[config.mk]
export PLATFORM = sky130hd
export DESIGN_NAME = servo_slew_bank
export DESIGN_NICKNAME = d
export VERILOG_FILES = /design/src/rtl/servo_slew_bank.sv
export SDC_FILE = /design/constraint.sdc
export NUM_CORES = 1
export LEC_CHECK = 0
export CORE_UTILIZATION = 60
export CTS_CLUSTER_SIZE = 30
export DETAILED_ROUTE_END_ITERATION = 6
export GPL_TIMING_DRIVEN = 1
export PLACE_DENSITY = 0.82
export SETUP_SLACK_MARGIN = 0.15
export SLEW_MARGIN = 20
export SYNTH_ARGS = -nofsm -noshare
export SYNTH_HDL_FRONTEND = slang
export SYNTH_SLANG_ARGS = --single-unit
[constraint.sdc]
create_clock -name clk_50MHz -period 5 [get_ports clk_50MHz]
set_input_delay 0.5 -clock clk_50MHz [delete_from_list [all_inputs] [get_ports clk_50MHz]]
set_output_delay 0.5 -clock clk_50MHz [all_outputs]
set_load 0.01 [all_outputs]
[src/rtl/servo_slew_bank.sv]
// Multi-channel servo PWM generator. Each channel ramps its pulse width toward a
// commanded target by at most SLEW_US per frame, changing only at frame boundaries.
module servo_slew_bank #(
    parameter int CLK_HZ   = 50_000_000,
    parameter int NCH      = 2,
    parameter int POS_W    = 12,
    parameter int FRAME_US = 20000,
    parameter int SLEW_US  = 20,
    parameter int MIN_US   = 500,
    parameter int MAX_US   = 2500,
    parameter int INIT_US  = 1000,
    localparam int CW      = (NCH > 1) ? $clog2(NCH) : 1
) (
    input  logic             clk_50MHz,
    input  logic             rst,
    input  logic             cmd_valid,
    output logic             cmd_ready,
    input  logic [CW-1:0]    cmd_ch,
    input  logic [POS_W-1:0] cmd_pos,
    output logic [NCH-1:0]   pwm_out,
    output logic [NCH-1:0]   settled,
    output logic             frame_tick
);

    localparam int DIV     = CLK_HZ / 1_000_000;
    localparam int PRE_W   = (DIV > 1) ? $clog2(DIV) : 1;
    localparam int US_W    = $clog2(FRAME_US + 1);
    localparam int INIT_CL = (INIT_US < MIN_US) ? MIN_US :
                             (INIT_US > MAX_US) ? MAX_US : INIT_US;
    localparam logic [POS_W-1:0]        INIT_V = POS_W'(INIT_CL);
    localparam logic [POS_W-1:0]        SLEW_V = POS_W'(SLEW_US);
    localparam logic signed [POS_W+1:0] SLEW_S = (POS_W + 2)'(SLEW_US);

    logic [PRE_W-1:0]        pre_q;
    logic [US_W-1:0]         us_q;
    logic                    strobe;
    logic                    wrap;
    logic                    accept;
    logic [POS_W-1:0]        pos_cl;
    logic [POS_W-1:0]        cur_q [NCH];
    logic [POS_W-1:0]        cur_d [NCH];
    logic [POS_W-1:0]        tgt_q [NCH];
    logic [POS_W-1:0]        tgt_d [NCH];
    logic signed [POS_W+1:0] diff  [NCH];

    function automatic logic [POS_W-1:0] clamp_pos(input logic [POS_W-1:0] p);
        if (32'(p) < MIN_US) return POS_W'(MIN_US);
        if (32'(p) > MAX_US) return POS_W'(MAX_US);
        return p;
    endfunction

    assign strobe    = (pre_q == PRE_W'(DIV - 1));
    assign wrap      = strobe && (us_q == US_W'(FRAME_US - 1));
    assign cmd_ready = !rst;
    assign accept    = cmd_valid && cmd_ready;
    assign pos_cl    = clamp_pos(cmd_pos);

    // Slew uses the old target, so a command coinciding with a boundary only
    // takes effect from the following boundary. Out-of-range channels match no i.
    always_comb begin
        for (int i = 0; i < NCH; i++) begin
            cur_d[i] = cur_q[i];
            tgt_d[i] = tgt_q[i];
            diff[i]  = $signed({2'b00, tgt_q[i]}) - $signed({2'b00, cur_q[i]});
            if (wrap) begin
                if (diff[i] > SLEW_S) begin
                    cur_d[i] = cur_q[i] + SLEW_V;
                end else if (diff[i] < -SLEW_S) begin
                    cur_d[i] = cur_q[i] - SLEW_V;
                end else begin
                    cur_d[i] = tgt_q[i];
                end
            end
            if (accept && (cmd_ch == CW'(i))) begin
                tgt_d[i] = pos_cl;
            end
        end
    end

    always_ff @(posedge clk_50MHz) begin
        if (rst) begin
            pre_q      <= '0;
            us_q       <= '0;
            pwm_out    <= '0;
            settled    <= '1;
            frame_tick <= 1'b0;
            for (int i = 0; i < NCH; i++) begin
                cur_q[i] <= INIT_V;
                tgt_q[i] <= INIT_V;
            end
        end else begin
            pre_q      <= strobe ? '0 : pre_q + PRE_W'(1);
            if (strobe) begin
                us_q <= wrap ? '0 : us_q + US_W'(1);
            end
            frame_tick <= wrap;
            for (int i = 0; i < NCH; i++) begin
                pwm_out[i] <= (32'(us_q) < 32'(cur_q[i]));
                settled[i] <= (cur_d[i] == tgt_d[i]);
                cur_q[i]   <= cur_d[i];
                tgt_q[i]   <= tgt_d[i];
            end
        end
    end

endmodule
==> metrics.md <==
| Metric | Value |
|---|---|
| Outcome | finished, final reports clean |
| Cells after synthesis | 942 |
| Via count | 7326 |
| H-tree level count | 3 |
| Max VDD drop | 0.000205 V |
| Core region area | 11500 um2 |
| Worst-margin pin slew | 0.805 ns |
| CP Launch Type | flip-flop |
| EDFF count, synth | 0 |
| Synth cell types | 90 |
| Area growth syn-to-layout | 8.80% |
| # Max-Cap Violations | 0 |
| GPL Wtd Cong | around 1.0 |
| Syn avg cell area | around 7.5 um2 |
| # IOs | 22 |
| Routed Antenna Nets | 0 |
| Initial antenna violation count | 0 |
| Final setup fails | 0 |
| Mapped cell area | around 7100 um2 |
| Yosys reg bits | 74 |
| DRC | 0 |
| Syn_nets | 1013 |
| CTS tree | built |
| Critical-path top delay cell | or4_1 |
| Setup Skew | 0.00820 ns |
| Routed WL | 21300 um |
| Yosys top cell by area | dfxtp_1 |
| Crit path DAT | about 4.7 ns |
| DR vias/cell | 6.70 |
| Static leakage | approximately 0.0033 uW |
| Worst slew margin relative to its limit | 0.462 |
| Starting Density | 0.617 |
| Post-DP Area | 7390 um2 |
| Starting DRC count in detailed routing | 831 |
| First-pass GRT wire length | 33900 um |
| Clock Pin Slew Worst Setup and Hold Paths | 0.06 ns |
| Post-CTS setup buffer count | 0 |
| Crit-path cells | inv_1 -> ha_1 -> fa_1 -> nand2b_1 -> a21o_1 -> a21oi_1 -> xor2_1 -> or4_1 -> nor3_1 -> nor2_1 -> o311ai_0 -> nand2_1 -> a22oi_1 -> nand4b_1 -> o41ai_1 |
| Hold depth | 1 |
| Fin crit period | 4.48 ns |
| Top FF cell, synth | dfxtp_1 |
| PwrDens | roughly 220 nW/um2 |
| Min-Delay Path Class | flip-flop to flip-flop |
| Layout cells sized above 1 | 0.0653 |
| Hold Slack | approximately 0.49 ns |
| Nets@finish | about 1000 |
| Final Cell Area | 7700 um2 |
| Final setup TNS | 0 ns |
| Num CTS Buffers | 9 |
| Reg2Reg Depth | 15 |
| Crit share post-route | 0.895 |
| Clk root buf | clkbuf_16 |
| RSZ-0062 raised after global routing | no |
| Largest net degree at the start of global routing | 34 |
| Required @ worst endpoint | 5.24 ns |
| DIE WIDTH | about 110 um |
| Max clock buf depth | 2 |
| Synth area leaders | dfxtp_1 21%, ha_1 9.4%, nor2_1 5.3% |
| Seq/Total Area, Yosys | 0.209 |
| Worst-skew pair later-pin latency | around 0.35 ns |
| Total track usage | 0.344 |
| Crit Path Max Fanout | 9 |
| Top-area cell type share of the netlist area | 0.209 |
| Overflow after GRT | 0 |
| Maximum clock rate | 0.223 GHz |
| Drt wl/cell | 19.5 um |
| Row count | 39 |
| HPWL after DPL | 15900 um |
| Die Y | ~110 um |
| Final hold violation count | 0 |
| Critical Path Sink Type | flip-flop |
| Die area | between 10000 and 15000 um2 |
| PortBufs | 21 |
| Detailed Routing Iterations Pass 1 | 6 |
| Vias in the first global route | 6516 |
| WS Path Type | flip-flop to flip-flop |
| Crit-path max cell delay | 0.60 ns |
| Clk sink count | 74 |
| Async set-or-reset flop fraction in the synthesized netlist | 0 |
| Ys Warns | 0 |
| Antenna diode count | 0 |
| Final Max Slew Viols | 0 |
| Fin util | 0.672 |
worst max-delay path: cells and delay by family (launching register included):
kind | cells | cell delay, ns
compound gates | 5 | 1.43
xor+xnor | 1 | 0.13
fa+ha+maj | 2 | 0.69
buf+inv | 1 | 0.07
flops | 1 | 0.41
simple gates | 6 | 1.64
layout by cell type, fill, tap and decap left out, types with 6 or more instances in the layout:
cell type | netlist | layout
nor4_1 | 12 | 12
a21o_1 | 31 | 31
nor2_1 | 100 | 99
a211o_1 | 7 | 7
nor2b_1 | 10 | 10
nand3_1 | 31 | 31
a22oi_1 | 7 | 7
or4_1 | 9 | 9
buf_4 | 1 | 18
clkbuf_16 | 0 | 9
a21oi_1 | 69 | 69
nand2_1 | 88 | 88
o221ai_1 | 7 | 7
nor3_1 | 18 | 18
o21a_1 | 12 | 12
a211oi_1 | 19 | 19
and3_1 | 20 | 20
o211a_1 | 6 | 6
ha_1 | 53 | 53
and2_1 | 7 | 7
and4_1 | 7 | 7
a21boi_0 | 6 | 6
or3_1 | 12 | 12
xor2_1 | 20 | 20
clkdlybuf4s50_1 | 0 | 21
xnor2_1 | 31 | 31
a311oi_1 | 6 | 6
mux2i_1 | 6 | 6
o21ai_0 | 31 | 31
o22ai_1 | 11 | 11
o211ai_1 | 11 | 11
dfxtp_1 | 74 | 74
a31oi_1 | 12 | 12
nand4_1 | 13 | 13
nand2b_1 | 13 | 13
inv_1 | 46 | 46
layout make-up:
cell class / instances / area, um2
multi-input cells: 773 / 5210
fillers: 990 / 3760
flip-flops and latches: 74 / 1480
repair buffers: 39 / 345
clock buffers: 12 / 256
inverters: 48 / 180
well taps: 143 / 179
clock inverters: 4 / 50.0
registers in the layout, indices dropped and copies added, names as in the netlist:
signal      flops
pre_q           6
tgt_q          24
us_q           15
cur_q          24
pwm_out         2
settled         2
frame_tick      1
stage by stage:
step	instances	worst slack [ns]	total power (uW)
after detailed placement	1077	0.485	1050
after global placement	1077	0.587	1050
after CTS	1093	0.428	1720
after global routing	1093	0.151	1800
after floorplan	942	0.943	942
final	1093	0.525	1730
cells in the mapped netlist, types with 5 or more instances:
cell type and instances:
and3_1 20, o31ai_1 5, nor3_1 18, and2_1 7, o21ai_0 31, nand2b_1 13, or4_1 9, xnor2_1 31
o22ai_1 11, mux2i_1 6, xor2_1 20, a211o_1 7, nand2_1 88, and4_1 7, a211oi_1 19, a311oi_1 6
nor2b_1 10, o211a_1 6, o221ai_1 7, inv_1 46, clkbuf_1 35, o211ai_1 11, nor2_1 100, a31oi_1 12
o21a_1 12, dfxtp_1 74, buf_2 5, a21o_1 31, a22oi_1 7, a21oi_1 69, or3_1 12, nand4_1 13
ha_1 53, a21boi_0 6, nand3_1 31, nor4_1 12
cells by family (layout without fill, tap and decap cells):
family | after synthesis | count (layout) | share of synthesized area
DFF | 74 | 74 | 0.209
xor gates and xnor gates | 51 | 51 | 0.0631
adders and majority gates | 55 | 55 | 0.0993
muxes | 6 | 6 | 0.00848
buffers and inverters | 95 | 103 | 0.0551
and+or+nand+nor | 361 | 361 | 0.258
AOI/OAI and AO/OA | 300 | 300 | 0.307
layer usage:
metal  vias to the layer above  wire length (um)  global-route usage  share of wire
met5                         -                 0                   0              0
met2                       413              9460               0.533           0.44
met4                         0               921               0.171          0.043
li1                       3508                 -                   -              -
met3                        74              1990              0.0582          0.093
met1                      3331              8900               0.461           0.42
where the power goes:
| group | total (uW) | switching (uW) | internal, uW | leakage, uW |
|---|---|---|---|---|
| combinational | 438 | 259 | 178 | 0.00254 |
| sequential | 619 | 16.9 | 603 | 0.000601 |
| clock | 674 | 261 | 413 | 0.000145 |
| total | 1730 | 537 | 1190 | 0.00329 |
final timing paths:
path / to / start / slack [ns]
hold / removal: pre_q[0]$_SDFF_PP0_ / pre_q[0]$_SDFF_PP0_ / 0.49
setup reg to reg: settled[0]$_SDFF_PP1_ / tgt_q[0][0]$_SDFF_PP0_ / 0.52
setup / recovery: settled[0]$_SDFF_PP1_ / tgt_q[0][0]$_SDFF_PP0_ / 0.52
hold reg to reg: pre_q[0]$_SDFF_PP0_ / pre_q[0]$_SDFF_PP0_ / 0.49
what timing repair did:
item / CTS / global route
hold buffers: 0 / 0
setup endpoints to repair: 0 / 1
gates resized for setup: 0 / 1
(Power assumes the default switching activity.)
